## src/rtl/phy_pkg.sv

```systemverilog
// Shared PHY constants: frame geometry and the COM alignment symbol.
// The receive path imports the same package so both sides agree on COM.
package phy_pkg;

    localparam int unsigned FRAME_BITS = 32;
    localparam int unsigned NUM_LANES  = 2;
    localparam int unsigned CNT_W      = $clog2(FRAME_BITS);

    typedef logic [FRAME_BITS-1:0] word_t;

    localparam logic [7:0] COM       = 8'hBC;
    localparam word_t      COM_FRAME = {4{COM}};

endpackage

```

## src/rtl/lane_serializer.sv

```systemverilog
// One transmit lane: a holding register for the next frame's word and a
// shift register that streams the current frame MSB first.
module lane_serializer
    import phy_pkg::*;
(
    input  logic  clk,
    input  logic  reset,
    input  logic  load,
    input  logic  accept,
    input  word_t data,
    output logic  full,
    output logic  serial
);

    word_t hold;
    word_t sh;

    // At a frame boundary the held word (or COM filler) enters the shifter;
    // an accept on the same edge wins over the clear so full stays set.
    always_ff @(posedge clk) begin
        if (reset) begin
            hold <= '0;
            full <= 1'b0;
            sh   <= COM_FRAME;
        end else begin
            if (load) begin
                sh <= full ? hold : COM_FRAME;
            end else begin
                sh <= {sh[FRAME_BITS-2:0], 1'b0};
            end
            if (accept) begin
                hold <= data;
                full <= 1'b1;
            end else if (load) begin
                full <= 1'b0;
            end
        end
    end

    assign serial = sh[FRAME_BITS-1];

endmodule

```

## src/rtl/phy_tx_serializer.sv

```systemverilog
// Transmit PHY back end: stripes 32-bit words across two lanes (lane 0 first)
// and serializes each lane MSB first, with COM filler in idle frames.
module phy_tx_serializer
    import phy_pkg::*;
(
    input  logic        clk,
    input  logic        reset,
    input  logic [31:0] dataIn,
    input  logic        validIn,
    output logic        readyOut,
    output logic        out_data_serie_0,
    output logic        out_data_serie_1,
    output logic        frameStart
);

    logic [CNT_W-1:0]     cnt;
    logic                 ptr;
    logic                 boundary;
    logic                 xfer;
    logic [NUM_LANES-1:0] full;
    logic [NUM_LANES-1:0] accept;
    logic [NUM_LANES-1:0] serial;

    assign boundary = (cnt == CNT_W'(FRAME_BITS - 1));
    assign readyOut = !full[ptr];
    assign xfer     = validIn && readyOut;
    assign accept   = xfer ? (NUM_LANES'(1) << ptr) : '0;

    // Bit counter, lane pointer and the registered frame marker.
    always_ff @(posedge clk) begin
        if (reset) begin
            cnt        <= '0;
            ptr        <= 1'b0;
            frameStart <= 1'b1;
        end else begin
            cnt        <= cnt + CNT_W'(1);
            frameStart <= boundary;
            if (xfer) begin
                ptr <= !ptr;
            end
        end
    end

    for (genvar g = 0; g < NUM_LANES; g++) begin : g_lane
        lane_serializer u_lane (
            .clk    (clk),
            .reset  (reset),
            .load   (boundary),
            .accept (accept[g]),
            .data   (dataIn),
            .full   (full[g]),
            .serial (serial[g])
        );
    end

    assign out_data_serie_0 = serial[0];
    assign out_data_serie_1 = serial[1];

endmodule

```

## config.mk

```make
export PLATFORM = sky130hd
export DESIGN_NAME = phy_tx_serializer
export DESIGN_NICKNAME = d
export VERILOG_FILES = /design/src/rtl/phy_pkg.sv /design/src/rtl/lane_serializer.sv /design/src/rtl/phy_tx_serializer.sv
export SDC_FILE = /design/constraint.sdc
export NUM_CORES = 1
export LEC_CHECK = 0
export CORE_MARGIN = 3
export CORE_UTILIZATION = 55
export CTS_CLUSTER_SIZE = 14
export DETAILED_ROUTE_END_ITERATION = 16
export PLACE_DENSITY_LB_ADDON = 0.08
export SETUP_SLACK_MARGIN = 0.15
export SLEW_MARGIN = 20
export SYNTH_ARGS = -nofsm -noshare
export SYNTH_HDL_FRONTEND = slang
export SYNTH_SLANG_ARGS = --single-unit
export TNS_END_PERCENT = 30
```

## constraint.sdc

```tcl
create_clock -name clk -period 1.95 [get_ports clk]
set_input_delay 0.4875 -clock clk [delete_from_list [all_inputs] [get_ports clk]]
set_output_delay 0.4875 -clock clk [all_outputs]
set_load 0.05 [all_outputs]
```

==> results of run 1 <==
area by class of cell:
cell class	count	area (um2)	share of cell area (%)
Sequential cell	137	2750	44.3
Multi-Input combinational cell	404	2130	34.3
Timing Repair Buffer	63	598	9.64
Clock buffer	18	418	6.74
Clock inverter	14	173	2.78
Tap cell	108	135	2.18
Inverter	1	3.75	0.0605
per-stage QoR:
stage	area [um2]	power [mW]	util, %	instances
2_1_floorplan	5110	3.39	-	593
3_3_place_gp	5590	3.56	63.2	710
3_5_place_dp	5590	3.57	63.2	710
4_1_cts	6190	6.74	70.0	743
5_1_grt	6200	6.96	70.1	745
6_report	6200	6.67	70.1	745
what timing repair did:
| action | in CTS | in global routing |
|---|---|---|
| buffers inserted | 1 | 2 |
| gates resized for setup | 8 | 4 |
| gates cloned | 0 | 0 |
| setup endpoints to repair | 4 | 31 |
placed cells by master, fill, tap and decap left out, types with 2 or more instances in the layout:
cell,instances
sky130_fd_sc_hd__a21oi_1,87
sky130_fd_sc_hd__clkinv_4,3
sky130_fd_sc_hd__nor2_1,3
sky130_fd_sc_hd__nand2_1,128
sky130_fd_sc_hd__clkinv_2,3
sky130_fd_sc_hd__inv_6,3
sky130_fd_sc_hd__buf_12,3
sky130_fd_sc_hd__buf_4,21
sky130_fd_sc_hd__clkbuf_16,16
sky130_fd_sc_hd__nor2b_1,3
sky130_fd_sc_hd__clkdlybuf4s50_1,33
sky130_fd_sc_hd__and3_1,3
sky130_fd_sc_hd__dfxtp_1,136
sky130_fd_sc_hd__clkinvlp_4,2
sky130_fd_sc_hd__o21ai_0,41
sky130_fd_sc_hd__nand3b_1,41
sky130_fd_sc_hd__a21oi_2,2
sky130_fd_sc_hd__buf_6,2
sky130_fd_sc_hd__clkbuf_2,2
sky130_fd_sc_hd__bufinv_16,3
sky130_fd_sc_hd__nand3_1,23
sky130_fd_sc_hd__nand2b_1,64
power by group through the flow:
stage | sequential [mW] | combinational, mW | clock [mW]
final | 3.01 | 0.507 | 3.16
after global routing | 3.03 | 0.567 | 3.36
after CTS | 3.01 | 0.513 | 3.22
after detailed placement | 3.07 | 0.503 | 0
after global placement | 3.07 | 0.490 | 0
after floorplan | 3.06 | 0.324 | 0
sequential cells by signal, summed over array words and instances, names as in the netlist:
name / flops
frameStart: 1
g_lane.u_lane.full: 2
ptr: 1
g_lane.u_lane.sh: 64
cnt: 5
g_lane.u_lane.hold: 64
worst min path at each step:
stage | depth (start not counted) | slack [ns] | end | from
after floorplan | 1 | 0.42 | cnt[0]$_SDFF_PP0_ | cnt[0]$_SDFF_PP0_
after global placement | 2 | 0.43 | g_lane[1].u_lane.sh[21]$_SDFF_PP1_ | g_lane[1].u_lane.sh[20]$_SDFF_PP1_
after detailed placement | 2 | 0.44 | g_lane[1].u_lane.sh[26]$_SDFF_PP1_ | g_lane[1].u_lane.sh[25]$_SDFF_PP0_
after CTS | 2 | 0.41 | cnt[0]$_SDFF_PP0_ | reset
after global routing | 2 | 0.46 | cnt[0]$_SDFF_PP0_ | reset
final | 2 | 0.44 | cnt[0]$_SDFF_PP0_ | reset
layer usage:
layer	track usage [%]	wire [um]	share of wire [%]
met1	27.9	4650	44
met4	7.57	140	1.3
met3	5.73	447	4.3
met5	0	0	0
met2	35.9	5230	50
kinds of logic (layout without fill, tap and decap cells):
group                      after synthesis  count (layout)  synth area share, %
AOI/OAI and AO/OA                      130             130                 12.9
muxes                                    1               1                0.196
adders and majority gates                2               2                0.491
and+or+nand+nor                        269             269                 27.2
xor gates and xnor gates                 2               2                0.344
buffers and inverters                   52              96                 5.05
DFF                                    137             137                 53.8
==> reports/results.ini, run 1 <==
[timing]
slew_viol_final=0
timing.final.ws_setup_ns=0.151
achievable-frequency_mhz=556
finalHoldViolCount=0
fin_worst_hold_slack_ns=0.437
clock-skew-final_ns=0.0104
setup_viol=0
slew_headroom_pct=64.9
timing.final.crit_period_ns=1.80
post-route-period-util_pct=92.3
worst_margin_slew_ns=0.526
grt_setup_unrepaired=yes
final.setup.tns_ns=0

[finish]
drive_above_1_share_pct=10.5
final.fill_count=733
layout-area-overhead-vs-synth_pct=21.7
antenna-diode-count=0
nets=661

[die]
overall_die_area_um2=10500
core_area_um2=8850
core.rowCount=34
chipHeight_um=102
top_level_ports=39
die_x_um=102
start_util_pct=57.6

[worst_setup_path]
required_ns=1.46
worstSetupPathType=register to output pin
critical_path.endpoint_type=output pin
crit_fanout=1
timing.critical_path.from=g_lane[1].u_lane.sh[31]$_SDFF_PP1_
critPathSlowestCell=sky130_fd_sc_hd__clkdlybuf4s15_1
timing.critical_path.depth=1
beginning_of_the_worst_register_to_register_path=cnt[0]$_SDFF_PP0_
worst_case_reg_to_reg_path_depth=6
cp_cell_sequence=clkdlybuf4s15_1
worst_setup_path_start_kind=register
worst_path_buf_inv=1
critPathArrivalTime_ns=1.31
worst_setup_path_endpoint=out_data_serie_1
setup.reg_to_reg.worst_slack_ns=0.35
worst_r2r_end=g_lane[1].u_lane.sh[0]$_SDFF_PP0_
critPathMaxStageDelay_ns=0.49
cp_top_family=buffers and inverters

[logic_synthesis]
syn_nets=630
synth_common_cells=sky130_fd_sc_hd__dfxtp_1 (137), sky130_fd_sc_hd__nand2_1 (128), sky130_fd_sc_hd__a21oi_1 (87), sky130_fd_sc_hd__nand2b_1 (64)
number_of_distinct_library_cell_variants_in_the_gate_level_netlist_after_synthesis=24
ys_seq_elements=137
yosys.area.top_type=sky130_fd_sc_hd__dfxtp_1
ys_warn_count=0
synthesis.instances=593
synthesis.area_um2=5100
synthMostInstantiatedCell=sky130_fd_sc_hd__dfxtp_1
ys_seq_area_share_pct=53.8
synthFlopType=sky130_fd_sc_hd__dfxtp_1
synth-edff-count=0
synth.area.top_cells=sky130_fd_sc_hd__dfxtp_1 (54%), sky130_fd_sc_hd__nand2_1 (9.4%), sky130_fd_sc_hd__a21oi_1 (8.5%), sky130_fd_sc_hd__nand2b_1 (7.9%), sky130_fd_sc_hd__nand3b_1 (6.0%)
post_synth.cell_area_avg_um2=8.60
synth_async_sr_flop_share_pct=0
synth_top_area_share_pct=53.8

[drt]
detail-route-antenna-nets=0
drt_first_iter_violations=155
drc=0
postRouteWirelength_um=10500
detail_route.first_pass.iterations=4
dr_total_vias=3982
avgViaCountPerCell=5.34
routedWlPerCell_um=14.0

[power]
powerDensity_nw_per_um2=1080
design_internal_power_mw=5.13
peakVddDrop_mv=0.757
power.switching_fraction_pct=23.1
power.net_switching_mw=1.54
leakage_nw=2.29
share_clk_of_total_power_pct=47.3
sequential_fraction_of_design_power_pct=45.1
power.share.combinational_pct=7.6

[global_routing]
wire_length_of_the_first_global_routing_pass_um=18000
grt_start_max_net_pins=54
grt_pass1_vias=3862
global_route.usage.total_pct=21.8
grt.overflow.total=0
antenna_found_initial=0

[clock_tree]
numCtsBuffers=17
tritoncts=done
clock_tree.buffer_depth=2
cts-hold-fix-buffers=0
tritoncts_num_sinks=137
worst_setup_hold_path_clk_slew_ns=0.06
clk_latency_ns=0.51
cts-root-buf=sky130_fd_sc_hd__clkbuf_8
cts-htree-levels=4

[placed_design]
gp_congestion=0.750
port_buffers=38
preCtsSetupSlack_ns=-0.0131
dp.final_hpwl_um=6520

[job]
drv_cap=0

[status]
status=finished clean

[worst_hold_path]
min_delay_worst_type=primary input to register

Power figures use the tool's default switching activity.
==> run 2: changes to the inputs <==
==> constraint.sdc (replaced) <==
create_clock -name clk -period 1.95 [get_ports clk]
set_input_delay 0.4875 -clock clk [delete_from_list [all_inputs] [get_ports clk]]
set_output_delay 0.4875 -clock clk [all_outputs]
set_load 0.1 [all_outputs]
==> run 2 against run 1 <==
Compared with the run above:
- sequential power barely moved
- via count fell by 0.15%
- worst hold slack got worse by 0.0084 ns
- routed wire length barely moved
- maximum frequency fell by 2.1%
- largest cell class unchanged
- critical path depth rose by 1
- utilization rose by 1.2 points
- non-clock buffer count fell by 3
- first-iteration DRC count fell by 29%
- critical path type unchanged
==> reports/results.ini, run 2 (same netlist as run 1, synthesis figures left out) <==
[status]
status=finished clean

[die]
core_area_um2=8850  ; unchanged
top_level_ports=39  ; unchanged
start_util_pct=57.6  ; unchanged
die_x_um=102  ; unchanged
overall_die_area_um2=10500  ; unchanged
core.rowCount=34  ; unchanged
chipHeight_um=102  ; unchanged

[drt]
detail_route.first_pass.iterations=5  ; +1
detail-route-antenna-nets=0  ; unchanged
m1WireLength_um=4680  ; +0.67%
drt_first_iter_violations=110  ; -29%
avgViaCountPerCell=5.36  ; +0.25%
top_layer=met4
met3WireLength_um=432  ; -3.4%
dr_total_vias=3976  ; -0.15%
postRouteWirelength_um=10500  ; about the same
routedWlPerCell_um=14.1  ; +0.50%
met2WireLength_um=5250  ; +0.50%
drc=0  ; unchanged

[worst_setup_path]
crit_fanout=2  ; +1
critPathArrivalTime_ns=1.35  ; +0.04 ns
worst_setup_path_start_kind=register
cp_cell_sequence=mux2i_4, buf_12
critical_path.endpoint_type=output pin
cp_top_family=flip-flops
worst_path_buf_inv=1  ; unchanged
worstSetupPathType=register to output pin
required_ns=1.46  ; about the same
critPathSlowestCell=sky130_fd_sc_hd__dfxtp_4
critPathMaxStageDelay_ns=0.36  ; -0.13 ns

[finish]
layout-area-overhead-vs-synth_pct=23.7
layout.cells.most_common_list=sky130_fd_sc_hd__dfxtp_1 (135), sky130_fd_sc_hd__nand2_1 (128), sky130_fd_sc_hd__a21oi_1 (87), sky130_fd_sc_hd__nand2b_1 (64)
fin_util_pct=71.3  ; +1.2 points
layout_commonest_cell=sky130_fd_sc_hd__dfxtp_1
biggestRegsByFlops=g_lane.u_lane.hold (64), g_lane.u_lane.sh (64), cnt (5)
antenna-diode-count=0  ; unchanged
nets=658  ; -0.45%
final_instance_area_um2=6310  ; +1.7%
drive_above_1_share_pct=10.1  ; -0.42 points

[clock_tree]
numCtsBuffers=17  ; unchanged
clk_latency_ns=0.51  ; about the same
cts-htree-levels=4  ; unchanged
cts-root-buf=sky130_fd_sc_hd__clkbuf_8
clock_tree.buffer_depth=2  ; unchanged
worst_setup_hold_path_clk_slew_ns=0.06  ; about the same
tritoncts_num_sinks=137  ; unchanged
tritoncts=done
cts-hold-fix-buffers=0  ; unchanged

[timing]
timing.final.crit_period_ns=1.84  ; +0.0383 ns
final.setup.tns_ns=0  ; unchanged
grt_setup_unrepaired=yes
fin_worst_hold_slack_ns=0.428  ; -0.00844 ns
worst_margin_slew_ns=0.471  ; -0.0548 ns
clock-skew-final_ns=0.00662  ; -0.00381 ns
slew_headroom_pct=68.6  ; +3.7 points
finalHoldViolCount=0  ; unchanged
achievable-frequency_mhz=544  ; -2.1%
setup_viol=0  ; unchanged
slew_viol_final=0  ; unchanged
post-route-period-util_pct=94.2  ; +2.0 points

[placed_design]
gp_congestion=0.788  ; +5.0%
port_buffers=38  ; unchanged
post_dp_cell_area_um2=5660  ; +1.2%
dp.final_hpwl_um=6340  ; -2.9%

[global_routing]
grt.overflow.total=0  ; unchanged
global_route.usage.total_pct=21.3  ; -0.51 points
grt_pass1_vias=3922  ; +1.6%
antenna_found_initial=0  ; unchanged
grt_start_max_net_pins=43  ; -20%
wire_length_of_the_first_global_routing_pass_um=17700  ; -1.8%

[power]
leakage_nw=2.33  ; +1.8%
peakVddDrop_mv=0.628  ; -17%
design_power_total_mw=6.96  ; +4.3%
powerDensity_nw_per_um2=1100  ; +2.5%

[worst_hold_path]
min_delay_worst_type=primary input to register

[job]
drv_cap=0  ; unchanged

## run 2: timing repair
item                       4_1_cts  5_1_grt
buffers inserted                 1        1
setup endpoints to repair        1       14
cloned                           0        0
resized for setup                3        0
## run 2: power by group
part	total (mW)	switching, mW	internal [mW]
Sequential	3.01	0.0626	2.95
Clock	3.40	1.15	2.24
Combinational	0.548	0.306	0.242
## run 2: metrics by stage
| stage | setup WS, ns | std cells |
|---|---|---|
| 6_report | 0.113 | 742 |
| 5_1_grt | 0.0656 | 742 |
| 4_1_cts | 0.0964 | 741 |
| 3_5_place_dp | 0.109 | 708 |
| 3_3_place_gp | 0.131 | 708 |
| 2_1_floorplan | 0.175 | 593 |
## run 2: path summary, 6_finish.rpt
path,start,endpoint,slack (ns),depth (start not counted)
setup reg to reg,cnt[0]$_SDFF_PP0_,g_lane[1].u_lane.sh[7]$_SDFF_PP1_,0.29,7
hold / removal,reset,g_lane[0].u_lane.full$_SDFFE_PP0P_,0.43,2
hold reg to reg,g_lane[1].u_lane.sh[24]$_SDFF_PP0_,g_lane[1].u_lane.sh[25]$_SDFF_PP0_,0.44,2
setup / recovery,ptr$_SDFFE_PP0N_,readyOut,0.11,2
## run 2: metal layers
metal  track usage, %  up-vias
li1                 -     2007
met1             26.0     1880
met2             37.0       77
met3             5.53       12
met4             6.66        0
met5                0        -
## run 2: layout make-up
cell class,count,area [um2]
multi-input cells,404,2130
well taps,108,135
flip-flops and latches,137,2750
inverters,1,3.75
clock buffers,21,439
fillers,693,2540
repair buffers,60,658
clock inverters,11,194
## run 2: worst register-to-register path, cell delays in order, from the launching register on
cell and delay [ns]:
sky130_fd_sc_hd__dfxtp_1 0.36, sky130_fd_sc_hd__ha_1 0.19, sky130_fd_sc_hd__and3_1 0.19, sky130_fd_sc_hd__ha_4 0.28
sky130_fd_sc_hd__buf_4 0.23, sky130_fd_sc_hd__nand3b_1 0.09, sky130_fd_sc_hd__o21ai_0 0.13, sky130_fd_sc_hd__nand2b_1 0.08
